--- src/rtl/mem_req_queue.sv ---
// In-order read/write request queue feeding a registered-read memory port.
// Optional macro MEM_REQ_QUEUE_BYPASS_EN lets a request skip an empty FIFO and issue one cycle earlier.
`timescale 1ns/1ps
module mem_req_queue #(
  parameter int ADDR_W = 4,
  parameter int DATA_W = 8,
  parameter int DEPTH  = 4
) (
  input  logic                     clk,
  input  logic                     rst,
  input  logic                     req_valid,
  output logic                     req_ready,
  input  logic                     req_write,
  input  logic [ADDR_W-1:0]        req_addr,
  input  logic [DATA_W-1:0]        req_data,
  output logic                     mem_en,
  output logic                     mem_we,
  output logic [ADDR_W-1:0]        mem_addr,
  output logic [DATA_W-1:0]        mem_wdata,
  input  logic [DATA_W-1:0]        mem_rdata,
  output logic                     rsp_valid,
  output logic [DATA_W-1:0]        rsp_data,
  input  logic                     rsp_ready,
  output logic [$clog2(DEPTH):0]   count
);
  localparam int PTR_W = $clog2(DEPTH);
  localparam int CNT_W = PTR_W + 1;

  logic              r_fifo_we   [DEPTH];
  logic [ADDR_W-1:0] r_fifo_addr [DEPTH];
  logic [DATA_W-1:0] r_fifo_data [DEPTH];
  logic [PTR_W-1:0]  r_wr_ptr;
  logic [PTR_W-1:0]  r_rd_ptr;
  logic [CNT_W-1:0]  r_count;
  logic              r_mem_en;
  logic              r_mem_we;
  logic [ADDR_W-1:0] r_mem_addr;
  logic [DATA_W-1:0] r_mem_wdata;
  logic              r_rd_pending;
  logic              r_rsp_valid;
  logic [DATA_W-1:0] r_rsp_data;

  logic w_req_ready;
  logic w_rd_busy;
  logic w_fifo_issue;
  logic w_bypass;
  logic w_push;

  // A read may only issue once the previous read has fully left the pipe and its response is free.
  assign w_req_ready  = (r_count != CNT_W'(DEPTH));
  assign w_rd_busy    = (r_mem_en && !r_mem_we) || r_rd_pending || (r_rsp_valid && !rsp_ready);
  assign w_fifo_issue = (r_count != CNT_W'(0)) && (r_fifo_we[r_rd_ptr] || !w_rd_busy);
`ifdef MEM_REQ_QUEUE_BYPASS_EN
  assign w_bypass     = (r_count == CNT_W'(0)) && req_valid && (req_write || !w_rd_busy);
`else
  assign w_bypass     = 1'b0;
`endif
  assign w_push       = req_valid && w_req_ready && !w_bypass;

  assign req_ready = w_req_ready;
  assign mem_en    = r_mem_en;
  assign mem_we    = r_mem_we;
  assign mem_addr  = r_mem_addr;
  assign mem_wdata = r_mem_wdata;
  assign rsp_valid = r_rsp_valid;
  assign rsp_data  = r_rsp_data;
  assign count     = r_count;

  // Entry storage needs no reset: occupancy is tracked by the pointers and count.
  always_ff @(posedge clk) begin
    if (w_push) begin
      r_fifo_we[r_wr_ptr]   <= req_write;
      r_fifo_addr[r_wr_ptr] <= req_addr;
      r_fifo_data[r_wr_ptr] <= req_data;
    end
  end

  always_ff @(posedge clk or posedge rst) begin
    if (rst) begin
      r_wr_ptr     <= PTR_W'(0);
      r_rd_ptr     <= PTR_W'(0);
      r_count      <= CNT_W'(0);
      r_mem_en     <= 1'b0;
      r_mem_we     <= 1'b0;
      r_mem_addr   <= ADDR_W'(0);
      r_mem_wdata  <= DATA_W'(0);
      r_rd_pending <= 1'b0;
      r_rsp_valid  <= 1'b0;
      r_rsp_data   <= DATA_W'(0);
    end else begin
      if (w_push) begin
        r_wr_ptr <= r_wr_ptr + PTR_W'(1);
      end
      if (w_fifo_issue) begin
        r_rd_ptr <= r_rd_ptr + PTR_W'(1);
      end
      case ({w_push, w_fifo_issue})
        2'b10:   r_count <= r_count + CNT_W'(1);
        2'b01:   r_count <= r_count - CNT_W'(1);
        default: r_count <= r_count;
      endcase

      if (w_bypass) begin
        r_mem_en    <= 1'b1;
        r_mem_we    <= req_write;
        r_mem_addr  <= req_addr;
        r_mem_wdata <= req_data;
      end else if (w_fifo_issue) begin
        r_mem_en    <= 1'b1;
        r_mem_we    <= r_fifo_we[r_rd_ptr];
        r_mem_addr  <= r_fifo_addr[r_rd_ptr];
        r_mem_wdata <= r_fifo_data[r_rd_ptr];
      end else begin
        r_mem_en    <= 1'b0;
      end

      // Read data is valid the cycle after the read strobe; capture wins over consumption.
      r_rd_pending <= r_mem_en && !r_mem_we;
      if (r_rd_pending) begin
        r_rsp_data  <= mem_rdata;
        r_rsp_valid <= 1'b1;
      end else if (rsp_ready) begin
        r_rsp_valid <= 1'b0;
      end else begin
        r_rsp_valid <= r_rsp_valid;
      end
    end
  end
endmodule

--- config.mk ---
export PLATFORM = sky130hd
export DESIGN_NAME = mem_req_queue
export DESIGN_NICKNAME = d
export VERILOG_FILES = /design/src/rtl/mem_req_queue.sv
export SDC_FILE = /design/constraint.sdc
export NUM_CORES = 1
export LEC_CHECK = 0
export BUFFER_PORTS_ARGS = -buffer_cell sky130_fd_sc_hd__clkbuf_2
export CAP_MARGIN = 20
export CORE_MARGIN = 1
export CORE_UTILIZATION = 25
export DETAILED_ROUTE_END_ITERATION = 16
export GPL_TIMING_DRIVEN = 0
export HOLD_SLACK_MARGIN = 0.06
export PLACE_DENSITY = 0.51
export SLEW_MARGIN = 25
export SYNTH_ARGS = -nofsm -noshare
export SYNTH_HDL_FRONTEND = slang
export SYNTH_SLANG_ARGS = --single-unit
--- constraint.sdc ---
create_clock -name clk -period 2.93 [get_ports clk]
set_input_delay 0.7325 -clock clk [delete_from_list [all_inputs] [get_ports clk]]
set_output_delay 0.7325 -clock clk [all_outputs]
set_load 0.01 [all_outputs]
### Word-level counts from Yosys, hierarchy flattened

Memories as Yosys holds them, arrays and structs flattened. A register that Yosys moved wholly into a read port is not among the register bits.
Cells that the tools add are included.

| operators by class | value |
|---|---|
| add/subtract/negate cells | 4 |
| equal/unequal tests | 3 |
| muxes and demuxes | 6 |
| reductions and logical operators | 13 |

Operator list:

| cell | number |
|---|---|
| case mux 3 bit (2 select lines) | 1 |
| two-way mux 1 bit | 5 |
| adder 2 x 1 -> 2 bit, second input constant | 2 |
| logical AND 1 bit | 4 |
| nonzero test 2 bit | 2 |
| adder 3 x 1 -> 3 bit, second input constant | 1 |
| zero test 1 bit | 3 |
| logical OR 1 bit | 3 |
| != test 3 bit, second input constant | 1 |
| nonzero test 3 bit | 1 |
| subtractor 3 x 1 -> 3 bit, second input constant | 1 |
| == test 2 x 1 -> 1 bit, second input constant | 1 |
| == test 2 bit, second input constant | 1 |

| word-level totals | value |
|---|---|
| register bits | 19 |
| memory bits (writable) | 52 |
| bits of input ports | 25 |
| output and inout port bits | 27 |
| memories kept | 3 |

Memories:

| name | words | bits a word | rd ports | clocked after Yosys merged registers in | write ports | RTL line | source |
|---|---|---|---|---|---|---|---|
| r_fifo_data | 4 | 8 | 1 | 1 | 1 | 31 | `logic [DATA_W-1:0] r_fifo_data [DEPTH];` |
| r_fifo_addr | 4 | 4 | 1 | 1 | 1 | 30 | `logic [ADDR_W-1:0] r_fifo_addr [DEPTH];` |
| r_fifo_we | 4 | 1 | 1 | 0 | 1 | 29 | `logic r_fifo_we [DEPTH];` |

### Logic depth before layout (Yosys ltp)

| depth | value |
|---|---|
| depth after elaboration | 9 |
| depth in mapped cells | 11 |
| gate-level depth less buffers | 10 |

### Worst setup path before layout

Ideal clock, no wire load.

| path | value |
|---|---|
| path kind | input-to-reg |
| start | in rsp_ready |
| end | reg r_count[2] (netlist: count[2]) |
| library setup time | 79 ps |
| arrival | 2364 ps |
| data required time | 2851 ps |
| path slack | 487 ps |
| stages on the path | 10 |
| path buffers | 1 |
| path through | nand2b_1 a31oi_4 nor2_2 buf_6 ha_1 inv_1 fa_1 xor2_1 nor2_1 xor2_1 |

| on the way | value |
|---|---|
| cells in the longest elaborated chain, start to end | 8 |
| elaborated cells between the ends (all ways) | 10 |
| those cells by class | eq/ne: 2; mux: 1; reduce/logical: 7 |

RTL lines:

| what | RTL line | source |
|---|---|---|
| start, declared | 23 | `input logic rsp_ready,` |
| zero test 1 bit * | 51 | `assign w_rd_busy = (r_mem_en && !r_mem_we) \|\| r_rd_pending \|\| (r_rsp_valid && !rsp_ready);` |
| logical AND 1 bit * | 51 |  |
| logical OR 1 bit * | 51 |  |
| zero test 1 bit * | 52 | `assign w_fifo_issue = (r_count != CNT_W'(0)) && (r_fifo_we[r_rd_ptr] \|\| !w_rd_busy);` |
| logical OR 1 bit * | 52 |  |
| logical AND 1 bit * | 52 |  |
| net w_fifo_issue | 45 | `logic w_fifo_issue;` |
| == test 2 x 1 -> 1 bit or == test 2 bit (tied branches) | 97 | `case ({w_push, w_fifo_issue})` |
| case mux 3 bit (2 select lines) or nonzero test 2 bit (tied branches) | -- |  |
| end signal, assigned | 98 | `2'b10: r_count <= r_count + CNT_W'(1);` |
| end signal, assigned | 99 | `2'b01: r_count <= r_count - CNT_W'(1);` |
| end signal, assigned | 100 | `default: r_count <= r_count;` |
| end, declared | 34 | `logic [CNT_W-1:0] r_count;` |

The timed path passes the listed nets; every way through them passes the cells marked *.
A chain may end at the register's enable or synchronous reset.

### Final worst setup path

| path | value |
|---|---|
| start | reg r_rd_ptr[0] |
| end | reg r_count[2] (netlist: count[2]) |

| on the way | value |
|---|---|
| cells in the longest elaborated chain, start to end | 5 |
| elaborated cells between the ends (all ways) | 7 |
| those cells by class | eq/ne: 2; mux: 1; reduce/logical: 3; memory: 1 |

RTL lines:

| what | RTL line | source |
|---|---|---|
| start, declared | 33 | `logic [PTR_W-1:0] r_rd_ptr;` |
| start signal, assigned | 95 | `r_rd_ptr <= r_rd_ptr + PTR_W'(1);` |
| memory read (4 x 1 bit) * | -- |  |
| logical OR 1 bit * | 52 |  |
| logical AND 1 bit * | 52 |  |
| net w_fifo_issue | 45 |  |
| == test 2 x 1 -> 1 bit or == test 2 bit (tied branches) | 97 |  |
| case mux 3 bit (2 select lines) or nonzero test 2 bit (tied branches) | -- |  |

Marks and branches as above.

==> flow_summary.yaml <==
outcome:
  status: "completed"
power:
  ir_worst_vdd_uv: 322
  power_leakage_nw: 1.61
  p_seq_frac: 0.392
  swShare: 0.301
  intPower_mw: 3.24
  p_clk_frac: 0.259
  p_sw_mw: 1.39
  pwr-share-comb: 0.349
  power.density_nw_per_um2: 1150
global_routing:
  grt_pass1_wl_microns: 8990
  grt_max_degree: 32
  grt_pass1_vias: 1618
  antenna_found_initial: 0
  grt.total_usage: 0.0962
  grt_overflow: 0
yosys:
  synth.most_common_cell: "edfxtp_1"
  ys.flop_type: "edfxtp_1"
  synthXorXnorAreaFrac: 0.0162
  syn_avg_cell_area_sq_um: 20.1
  synthCells: 161
  async_flop_share: 0.373
  ys_types: 27
  synth_compound_area_frac: 0.00812
  synth_edf_count: 52
  synth_area_sq_um: 3230
  synth_top_area_frac: 0.483
  synthAdderAreaFrac: 0.0255
  syn-num-nets: 192
  synth_top_family_by_area: "multiplexers"
  yosysSeqAreaShare: 0.723
  synthTopCellsByArea: "edfxtp_1 (48%), dfrtp_1 (24%), mux4_2 (7.0%)"
  yosys.area.top_type: "edfxtp_1"
  ys_ff_latch: 83
  ys_top_cells_by_count: "edfxtp_1 (52), dfrtp_1 (31), mux2_2 (13), mux4_2 (10), inv_1 (9)"
  synthMuxAreaShare: 0.179
  ys_warn_count: 0
  yosys.area_share.simple: 0.0267
route:
  drt_iter0_markers: 70
  num_vias: 1577
  drt-total-wl_microns: 5790
  detail-route-antenna-nets: 0
  drc: 0
  firstDrtPassIters: 4
  via_per_inst: 3.94
  wl_per_cell_microns: 14.5
sta:
  worst_hold_slack_ps: 489
  skew_ps: 6.71
  fmax_mhz: 377
  tightest_slew_ps: 786
  fin_crit_ps: 2650
  setup-tns-final_ps: 0
  slew-limit-headroom: 0.476
  finalMaxSlewViolations: 0
  rsz0062_at_grt: "false"
  period_share: 0.905
  setup_ws_ps: 279
  hold_viol: 0
  finalSetupViolations: 0
floorplan:
  chipWidth_microns: 116
  start_util: 0.256
  core-area_sq_um: 12600
  pin_count: 52
  die_area_sq_um: 13400
  die_h_microns: 116
  rows: 41
placed_design:
  pre_cts_ws_ps: 101
  dp.cells: 384
  gp_congestion: 0.662
  io_buffers: 51
  place_hpwl_microns: 3700
setup_path:
  timing.rr.end: "count[2]$_DFFE_PP0P_"
  ff2ff_setup_slack_ps: 280
  arrival_ps: 2910
  r2r-start: "r_rd_ptr[0]$_DFFE_PP0P_"
  required_ps: 3190
  path_max_fanout: 11
  cp-start-kind: "flip-flop"
  criticalPathCategory: "reg -> reg"
  cp-end-kind: "flip-flop"
  reg2reg_depth: 11
clock_network:
  htreeDepth: 3
  cts.sinks: 83
  clock_path_buffers: 2
  cts_made_buffers: 9
  postCtsSetupBuffers: 0
  insertion_delay_ps: 330
  clk_pin_slew_ps: 60
  root_buffer: "clkbuf_16"
  cts_tree: "yes"
  postCtsHoldBufs: 0
  cts_resized: 0
finish:
  fin_util: 0.319
  fill_cells: 1252
  area_delta_synth_final_pct: 24.4
  antenna_cells: 0
  nNetsFinal: 254
  stdcell_count: 400
  final_layout_size_suffix_gt1_frac: 0.447
run:
  max-cap-violations: 0
hold_path:
  hold_class: "in -> async"
[placed cells by master (no fill, tap or decap), types with 3 or more instances in the layout]
cell type	n
xor2_1	4
mux2_2	13
edfxtp_1	52
dfrtp_1	31
and3_1	4
clkbuf_2	51
mux4_1	3
inv_1	8
ha_1	5
mux2_4	8
clkbuf_16	9
mux4_2	10
clkbuf_1	3
[kinds of logic after synthesis]
group | count (synthesis)
fa+ha+maj | 6
flops | 83
mux | 35
buf+inv | 14
xor+xnor | 6
compound gates | 2
simple gates | 15
[state kept, by name (all words and copies together) (netlist names)]
signal / count
rsp_data: 8
mem_we: 1
r_rd_ptr: 2
rsp_valid: 1
count: 3
r_rd_pending: 1
r_fifo_we: 4
mem_wdata: 8
r_fifo_addr: 16
r_fifo_data: 32
mem_addr: 4
r_wr_ptr: 2
mem_en: 1
[power by group through the flow]
stage / logic, mW / clock network (mW) / registers, mW
detailed placement: 1.67 / 0 / 1.85
global route: 1.80 / 1.28 / 1.86
floorplan: 1.11 / 0 / 1.90
CTS: 1.67 / 1.23 / 1.83
global placement: 1.64 / 0 / 1.84
finish: 1.62 / 1.20 / 1.82
[worst max-delay path: stages, from the launching register on]
cell and delay (ps):
dfrtp_1 370, buf_6 140, mux4_2 390, a31oi_4 50, nor2_2 300, buf_6 260, ha_1 210, inv_1 60
fa_1 370, xor2_1 170, nor2_1 110, xor2_1 150
[layer usage]
| layer | GRT usage | vias up | part of all wire |
|---|---|---|---|
| met2 | 0.154 | 50 | 0.49 |
| met3 | 0.0392 | 7 | 0.060 |
| met4 | 0.0436 | 0 | 0.015 |
| li1 | - | 733 | - |
| met5 | 0 | - | 0 |
| met1 | 0.114 | 787 | 0.43 |
[worst max-delay path by stage]
stage | start | endpoint | depth (start not counted)
5_1_grt | r_rd_ptr[0]$_DFFE_PP0P_ | count[2]$_DFFE_PP0P_ | 11
6_report | r_rd_ptr[0]$_DFFE_PP0P_ | count[2]$_DFFE_PP0P_ | 11
3_3_place_gp | rsp_ready | count[2]$_DFFE_PP0P_ | 11
3_5_place_dp | rsp_ready | count[2]$_DFFE_PP0P_ | 11
4_1_cts | r_rd_ptr[0]$_DFFE_PP0P_ | count[2]$_DFFE_PP0P_ | 11
2_1_floorplan | rsp_ready | count[2]$_DFFE_PP0P_ | 10
[cell type report]
class | instances | area [sq um] | area share
sequential | 83 | 2340 | 0.581
multi-input combinational | 64 | 828 | 0.206
timing repair buffer | 51 | 255 | 0.0635
clock buffer | 10 | 229 | 0.0569
tap | 172 | 215 | 0.0535
clock inverter | 6 | 88.8 | 0.0221
buffer | 5 | 35.0 | 0.00871
inverter | 9 | 33.8 | 0.00840
[stage by stage]
stage                     power [mW]  instance area, sq um
after detailed placement        3.51                  3700
after floorplan                 3.01                  3230
after global placement          3.48                  3700
after CTS                       4.72                  4020
after global routing            4.94                  4020
final                           4.63                  4020
(Power assumes the default switching activity.)
